File: src/rtl/riscv_lsu_bus_if.sv
// Data-bus bundle between the M-stage LSU (master) and the memory port (slave).
// Single outstanding req/gnt/rvalid transaction.
interface riscv_lsu_bus_if;
    logic        o_bus_req;
    logic        o_bus_we;
    logic [31:0] o_bus_addr;
    logic [3:0]  o_bus_be;
    logic [31:0] o_bus_wdata;
    logic        i_bus_gnt;
    logic        i_bus_rvalid;
    logic [31:0] i_bus_rdata;

    modport master (
        output o_bus_req, o_bus_we, o_bus_addr, o_bus_be, o_bus_wdata,
        input  i_bus_gnt, i_bus_rvalid, i_bus_rdata
    );
    modport slave (
        input  o_bus_req, o_bus_we, o_bus_addr, o_bus_be, o_bus_wdata,
        output i_bus_gnt, i_bus_rvalid, i_bus_rdata
    );
endinterface

File: src/rtl/riscv_lsu_bus.sv
// M-stage load/store unit: one outstanding req/gnt/rvalid access, byte lane alignment,
// load extension. Optional bus watchdog enabled by defining RISCV_BUS_TIMEOUT_EN.
module riscv_lsu_bus #(
    parameter int unsigned TIMEOUT_CYCLES = 255
) (
    input  logic        clk,
    input  logic        rst_n,
    input  logic        i_mem_req,
    input  logic        i_mem_we,
    input  logic [31:0] i_mem_addr,
    input  logic [31:0] i_mem_wdata,
    input  logic [2:0]  i_mem_funct3,
    output logic        o_bus_stallM,
    output logic [31:0] o_rdataM,
    output logic        o_rdata_valid,
    output logic        o_misalign,
    output logic        o_bus_err,
    riscv_lsu_bus_if.master bus
);
    typedef enum logic [1:0] {IDLE, REQ, RESP, DONE} state_t;

    state_t      state;
    logic        req_q, we_q, rvld_q;
    logic [31:0] addr_q, wdata_q, rdata_q;
    logic [3:0]  be_q;
    logic [1:0]  off_q;
    logic [2:0]  f3_q;

    logic        aligned, start, tmo;
    logic [3:0]  be_c;
    logic [31:0] wdata_c;

    function automatic logic [31:0] extract(logic [31:0] w, logic [1:0] off, logic [2:0] f3);
        logic [31:0] sh;
        sh = w >> {off, 3'b000};
        case (f3[1:0])
            2'b00:   return {{24{~f3[2] & sh[7]}},  sh[7:0]};
            2'b01:   return {{16{~f3[2] & sh[15]}}, sh[15:0]};
            default: return w;
        endcase
    endfunction

    // funct3[1:0] selects size; 011/110/111 fall into the word case.
    always_comb begin
        aligned = !(((i_mem_funct3[1:0] == 2'b01) && i_mem_addr[0]) ||
                    (i_mem_funct3[1] && (i_mem_addr[1:0] != 2'b00)));
        case (i_mem_funct3[1:0])
            2'b00: begin
                be_c    = 4'b0001 << i_mem_addr[1:0];
                wdata_c = {4{i_mem_wdata[7:0]}};
            end
            2'b01: begin
                be_c    = 4'b0011 << i_mem_addr[1:0];
                wdata_c = {2{i_mem_wdata[15:0]}};
            end
            default: begin
                be_c    = 4'b1111;
                wdata_c = i_mem_wdata;
            end
        endcase
    end

    assign start        = rst_n && (state == IDLE) && i_mem_req;
    assign o_misalign   = start && !aligned;
    assign o_bus_stallM = rst_n && ((start && aligned) || (state == REQ) || (state == RESP));

`ifdef RISCV_BUS_TIMEOUT_EN
    localparam logic [7:0] TMO = 8'(TIMEOUT_CYCLES);
    logic [7:0] tcnt;
    logic       err_q;

    // Fires on the cycle whose increment would make the count reach the limit.
    assign tmo = ((state == REQ) || (state == RESP)) && ((tcnt + 8'd1) == TMO);

    always_ff @(posedge clk) begin
        if (!rst_n) begin
            tcnt  <= 8'd0;
            err_q <= 1'b0;
        end else begin
            err_q <= tmo;
            if (state == IDLE)
                tcnt <= 8'd0;
            else if ((state == REQ) || (state == RESP))
                tcnt <= tcnt + 8'd1;
        end
    end
    assign o_bus_err = err_q;
`else
    assign tmo       = 1'b0;
    assign o_bus_err = 1'b0;
`endif

    always_ff @(posedge clk) begin
        if (!rst_n) begin
            state   <= IDLE;
            req_q   <= 1'b0;
            we_q    <= 1'b0;
            addr_q  <= 32'd0;
            be_q    <= 4'd0;
            wdata_q <= 32'd0;
            off_q   <= 2'd0;
            f3_q    <= 3'd0;
            rdata_q <= 32'd0;
            rvld_q  <= 1'b0;
        end else begin
            rvld_q <= 1'b0;
            case (state)
                IDLE: if (i_mem_req && aligned) begin
                    state   <= REQ;
                    req_q   <= 1'b1;
                    we_q    <= i_mem_we;
                    addr_q  <= {i_mem_addr[31:2], 2'b00};
                    be_q    <= be_c;
                    wdata_q <= wdata_c;
                    off_q   <= i_mem_addr[1:0];
                    f3_q    <= i_mem_funct3;
                end
                REQ: if (tmo) begin
                    state <= DONE;
                    req_q <= 1'b0;
                    if (!we_q) begin
                        rdata_q <= 32'd0;
                        rvld_q  <= 1'b1;
                    end
                end else if (bus.i_bus_gnt) begin
                    req_q <= 1'b0;
                    state <= we_q ? DONE : RESP;
                end
                RESP: if (tmo) begin
                    state   <= DONE;
                    rdata_q <= 32'd0;
                    rvld_q  <= 1'b1;
                end else if (bus.i_bus_rvalid) begin
                    state   <= DONE;
                    rdata_q <= extract(bus.i_bus_rdata, off_q, f3_q);
                    rvld_q  <= 1'b1;
                end
                default: state <= IDLE;
            endcase
        end
    end

    assign bus.o_bus_req   = req_q;
    assign bus.o_bus_we    = we_q;
    assign bus.o_bus_addr  = addr_q;
    assign bus.o_bus_be    = be_q;
    assign bus.o_bus_wdata = wdata_q;
    assign o_rdataM        = rdata_q;
    assign o_rdata_valid   = rvld_q;
endmodule

File: src/flat_wrapper.sv
// flat-port wrapper written by rule: the top's interface ports become plain ports
module riscv_lsu_bus_flat 
#(
    parameter int unsigned TIMEOUT_CYCLES = 255
)
  (clk, rst_n, i_mem_req, i_mem_we, i_mem_addr, i_mem_wdata, i_mem_funct3, o_bus_stallM, o_rdataM, o_rdata_valid, o_misalign, o_bus_err, bus_o_bus_req, bus_o_bus_we, bus_o_bus_addr, bus_o_bus_be, bus_o_bus_wdata, bus_i_bus_gnt, bus_i_bus_rvalid, bus_i_bus_rdata);
  riscv_lsu_bus_if bus_i ();
  input  logic clk;
  input  logic rst_n;
  input  logic i_mem_req;
  input  logic i_mem_we;
  input  logic [31:0] i_mem_addr;
  input  logic [31:0] i_mem_wdata;
  input  logic [2:0] i_mem_funct3;
  output logic o_bus_stallM;
  output logic [31:0] o_rdataM;
  output logic o_rdata_valid;
  output logic o_misalign;
  output logic o_bus_err;
  output wire logic [$bits(bus_i.o_bus_req)-1:0] bus_o_bus_req;
  output wire logic [$bits(bus_i.o_bus_we)-1:0] bus_o_bus_we;
  output wire logic [$bits(bus_i.o_bus_addr)-1:0] bus_o_bus_addr;
  output wire logic [$bits(bus_i.o_bus_be)-1:0] bus_o_bus_be;
  output wire logic [$bits(bus_i.o_bus_wdata)-1:0] bus_o_bus_wdata;
  input wire logic [$bits(bus_i.i_bus_gnt)-1:0] bus_i_bus_gnt;
  input wire logic [$bits(bus_i.i_bus_rvalid)-1:0] bus_i_bus_rvalid;
  input wire logic [$bits(bus_i.i_bus_rdata)-1:0] bus_i_bus_rdata;
  assign bus_o_bus_req = bus_i.o_bus_req;
  assign bus_o_bus_we = bus_i.o_bus_we;
  assign bus_o_bus_addr = bus_i.o_bus_addr;
  assign bus_o_bus_be = bus_i.o_bus_be;
  assign bus_o_bus_wdata = bus_i.o_bus_wdata;
  assign bus_i.i_bus_gnt = bus_i_bus_gnt;
  assign bus_i.i_bus_rvalid = bus_i_bus_rvalid;
  assign bus_i.i_bus_rdata = bus_i_bus_rdata;
  riscv_lsu_bus #(.TIMEOUT_CYCLES(TIMEOUT_CYCLES)) u_core (.clk(clk), .rst_n(rst_n), .i_mem_req(i_mem_req), .i_mem_we(i_mem_we), .i_mem_addr(i_mem_addr), .i_mem_wdata(i_mem_wdata), .i_mem_funct3(i_mem_funct3), .o_bus_stallM(o_bus_stallM), .o_rdataM(o_rdataM), .o_rdata_valid(o_rdata_valid), .o_misalign(o_misalign), .o_bus_err(o_bus_err), .bus(bus_i));
endmodule
File: config.mk
export PLATFORM = sky130hd
export DESIGN_NAME = riscv_lsu_bus_flat
export DESIGN_NICKNAME = d
export VERILOG_FILES = /design/src/rtl/riscv_lsu_bus_if.sv /design/src/rtl/riscv_lsu_bus.sv /design/src/flat_wrapper.sv
export SDC_FILE = /design/constraint.sdc
export NUM_CORES = 1
export LEC_CHECK = 0
export BUFFER_PORTS_ARGS = -buffer_cell sky130_fd_sc_hd__buf_2
export CAP_MARGIN = 5
export CELL_PAD_IN_SITES_DETAIL_PLACEMENT = 1
export CELL_PAD_IN_SITES_GLOBAL_PLACEMENT = 1
export CORE_AREA = 2 2 118 149
export DETAILED_ROUTE_END_ITERATION = 7
export DIE_AREA = 0 0 120 151
export GPL_ROUTABILITY_DRIVEN = 0
export GPL_TIMING_DRIVEN = 1
export HOLD_SLACK_MARGIN = 0.03
export PLACE_DENSITY = 0.78
export SLEW_MARGIN = 20
export SYNTH_ARGS = -nofsm -noshare
export SYNTH_HDL_FRONTEND = slang
export SYNTH_SLANG_ARGS = --single-unit
File: constraint.sdc
create_clock -name clk -period 1.65 [get_ports clk]
set_input_delay 0.2475 -clock clk [delete_from_list [all_inputs] [get_ports clk]]
set_output_delay 0.2475 -clock clk [all_outputs]
set_load 0.01 [all_outputs]
==> run summary <==
* finished with violations — result of the run
* setup timing — failing checks
* u_core.state[0] — timing startpoint of the critical path
* 110% — post-route clock period utilization
* 4.90 — routed via count divided by cell count
* 0 — # hold bufs at CTS
* 207 — Iteration-0 DRC Markers
* 0.08 ns — clock slew seen by the registers of the worst setup and hold paths
* 0 — post-detailed-route count of antenna-violating nets
* 7.85 mW — total power
* 0.0110 ns — worst clock skew
* output pin — type of element capturing the critical path
* 16.3 µm — routed length per placed instance
* 42.3% — sequential area share after synthesis
* 0 — number of flops mapped to enable cells by yosys
* 1011 — total instance count after detailed placement
* yes — unrepaired setup endpoints after global routing
* 0 — final hold viol count
* inv_2, ha_4, nand2_2, and3b_2, o31a_1, buf_6 — worst path cell trace
* 0% — Async SR Flop Fraction
* reg -> out — crit path kind
* sky130_fd_sc_hd__dfxtp_1 — library cell occupying the most area in the post-synthesis netlist
* 2 — final number of setup-violating endpoints
* 0.36 ns — clock latency of the later-clocked register in the worst-skew pair
* sky130_fd_sc_hd__dfxtp_1 — most instantiated flip-flop cell in the synthesis netlist
* 207 — count of buffers from port buffering
* 151 µm — die boundary height
* 0 — total overflow reported by the global router
* 2170 µm² — register cell area after layout
* 2029 — count of filler cells inserted in the layout
* -0.00659 ns — Place WS
* u_core.state[0] — worst flop-to-flop path startpoint
* 0 — antenna violations before repair
* sky130_fd_sc_hd__dfxtp_2 — CP max-delay cell
* 5082 — via count of the first global-routing pass
* o_bus_stallM — endpoint of the worst setup timing path
* 44 — maximum number of pins on one net before global-route repair
* sky130_fd_sc_hd__dfxtp_1 42%, sky130_fd_sc_hd__nand2_1 11%, sky130_fd_sc_hd__a21boi_0 7.6% — dominant cells by area after synthesis
* 0.35 ns — worst stage delay on the critical path
* 1140 nW/µm² — power per unit of standard cell area
* 41.4% — Core Util, Final
* 9 — TritonCTS buffer count
* 12.5 mm — half-perimeter wire length after detailed placement
* 2 — buffers plus inverters on the worst setup path
* 18.3% — global router's overall resource usage
* 30.7% — starting density of the core
* 0 — ant diodes
* 53 — placement row count
* u_core.state[0] — capture point of the worst reg-to-reg path
* 2 — maximum fanout along the worst path
* 0 — Final Max Slew Viols
* 28.0% — relative contribution of the clock network to total power
* 34.1% — switching share of power
* 920 — number of nets in the layout
* 0 — final routed DRC violation total
* 34.8% — growth of design area from synthesis to finish
* 8.41 µm² — Synth Area per Inst
* 6 — Critical Path Stages
* sky130_fd_sc_hd__clkbuf_16 — root buffer cell
* 0.117 ns — Fin Hold WS
* 4 — Initial DRT Pass Iterations
* 1.58 ns — data arrival time of the critical path
* in -> reg — min-delay worst type
* 7 — worst reg-to-reg path cell count
* 206 x sky130_fd_sc_hd__buf_2, 147 x sky130_fd_sc_hd__nand2_1, 104 x sky130_fd_sc_hd__dfxtp_1 — commonest cells after routing, fill and taps aside
* 26.3 mm — global-route wire length before repair
* 0.03 ns — register-to-register setup slack
* 211 — top-level I/O count
* 3 — number of levels in the clock H-tree
* 2690 µm² — area of the multi-input gates
* 1036 — post-layout instance count excluding filler cells
* 16.9 mm — Final Routed Wirelength
* 120 µm — overall die width
* 35.3% — share of layout cells above drive strength 1
* flip-flops — delay-heaviest family, CP
* 5110 µm² — Netlist Area Pre-Place
* 42.3% — area share of the largest cell type after synthesis
* 3.21 nW — static leakage power
* 2.68 mW — switching power
* 549 MHz — Max Freq
* 5074 — total via count in the routed design
* 0 — yosys synthesis warning count
* built — clock tree from TritonCTS
* 44 — distinct cell type count after synthesis
* 1.82 ns — minimum clock period after layout
* 108 — flops & latches, synth
* 31.5% — portion of total power attributed to combinational logic
* 0.491 mV — peak supply drop
* 40.5% — portion of total power attributed to sequential cells
* -0.173 ns — fin worst setup slack
* 2 — maximum buffer depth of the clock tree
* 108 — Clock Sinks
* 5.17 mW — internal power
* 1.40 ns — critical path required time
* 607 — count of mapped cells out of synthesis
* 16600 µm² — Placeable Area
* 0 — number of max-capacitance violations reported
* sky130_fd_sc_hd__buf_2 — leading cell type in the layout, fill and taps excluded
* flop — startpoint type of the worst setup path
* 18100 µm² — DIE AREA
routing by layer:
metal	global-route usage, %	up-vias	share of wire (%)
met5	0	-	0
met2	32.0	143	50
met1	21.6	2413	42
met4	7.06	0	2.1
met3	4.18	18	5.5
li1	-	2500	-
power groups by stage:
stage / registers, mW / logic [mW] / clock network [mW]
floorplan: 3.38 / 1.15 / 0
detailed placement: 3.23 / 2.27 / 0
finish: 3.18 / 2.47 / 2.20
global route: 3.23 / 2.73 / 2.36
CTS: 3.18 / 2.37 / 2.26
global placement: 3.22 / 2.23 / 0
worst min path at each step:
stage / start / endpoint / slack [ns] / depth (start not counted)
global route: i_mem_addr[8] / u_core.bus.o_bus_addr[8] / 0.13 / 3
finish: i_mem_addr[4] / u_core.bus.o_bus_addr[4] / 0.12 / 3
CTS: i_mem_addr[6] / u_core.bus.o_bus_addr[6] / 0.12 / 3
global placement: u_core.bus.o_bus_addr[15] / u_core.bus.o_bus_addr[15] / 0.45 / 2
floorplan: bus_i_bus_rdata[30] / u_core.o_rdataM[30] / 0.39 / 2
detailed placement: u_core.bus.o_bus_addr[2] / u_core.bus.o_bus_addr[2] / 0.45 / 2
per-stage QoR:
stage          instance area [µm²]  setup TNS [ns]
2_1_floorplan                 5120               0
3_3_place_gp                  6460               0
3_5_place_dp                  6460        -0.00659
4_1_cts                       6800          -0.172
5_1_grt                       6880          -0.711
6_report                      6880          -0.220
registers in the layout, summed over array words and instances, names as in the netlist:
name / cells
u_core.f3_q: 3
u_core.bus.o_bus_we: 1
u_core.bus.o_bus_wdata: 32
u_core.state: 2
u_core.bus.o_bus_addr: 30
u_core.bus.o_bus_be: 4
u_core.o_rdata_valid: 1
u_core.o_rdataM: 32
u_core.off_q: 2
u_core.bus.o_bus_req: 1
logic make-up (layout without fill, tap and decap cells):
group                    count (synthesis)  after routing  synth area share, %
AO/OA/AOI/OAI                          188            188                 26.6
adder cells (fa/ha/maj)                  4              4                0.980
buffers and inverters                   61            268                 5.81
flip-flops                             108            108                 42.3
multiplexers                            36             36                 7.08
other                                    1              3               0.0734
AND/OR/NAND/NOR                        209            209                 17.2
cell usage after synthesis (all sizes together) (3+ instances only):
cell type and count:
nand2 148, dfxtp 108, a21boi 53, o21ai 44, mux2i 35, a21oi 32, buf 28, clkbuf 24
nor2 22, o211a 18, nand3 16, o211ai 11, a2bb2oi 8, inv 8, nand3b 8, o31ai 8
a2bb2o 7, ha 4, and2 3
cell type report:
cell class / instances / area share (%)
Inverter: 9 / 0.491
Tap cell: 220 / 4.00
Clock buffer: 9 / 3.27
Clock inverter: 7 / 0.963
Sequential cell: 108 / 31.5
Multi-Input combinational cell: 440 / 39.1
Timing Repair Buffer: 243 / 20.7
worst reg2reg max path: cells and delay by family (launching register included):
family	cells	cell delay [ns]
buffers and inverters	3	0.25
AO/OA/AOI/OAI	2	0.25
flip-flops	1	0.35
adder cells (fa/ha/maj)	1	0.21
AND/OR/NAND/NOR	1	0.48
repair_timing:
item                       in CTS  in global routing
setup endpoints to repair       4                 17
buffers inserted                4                  4
pin swaps                       2                  0
gates cloned                    0                  1
gates resized for setup         5                 13
Note: power is estimated with default switching activity, not from simulation.
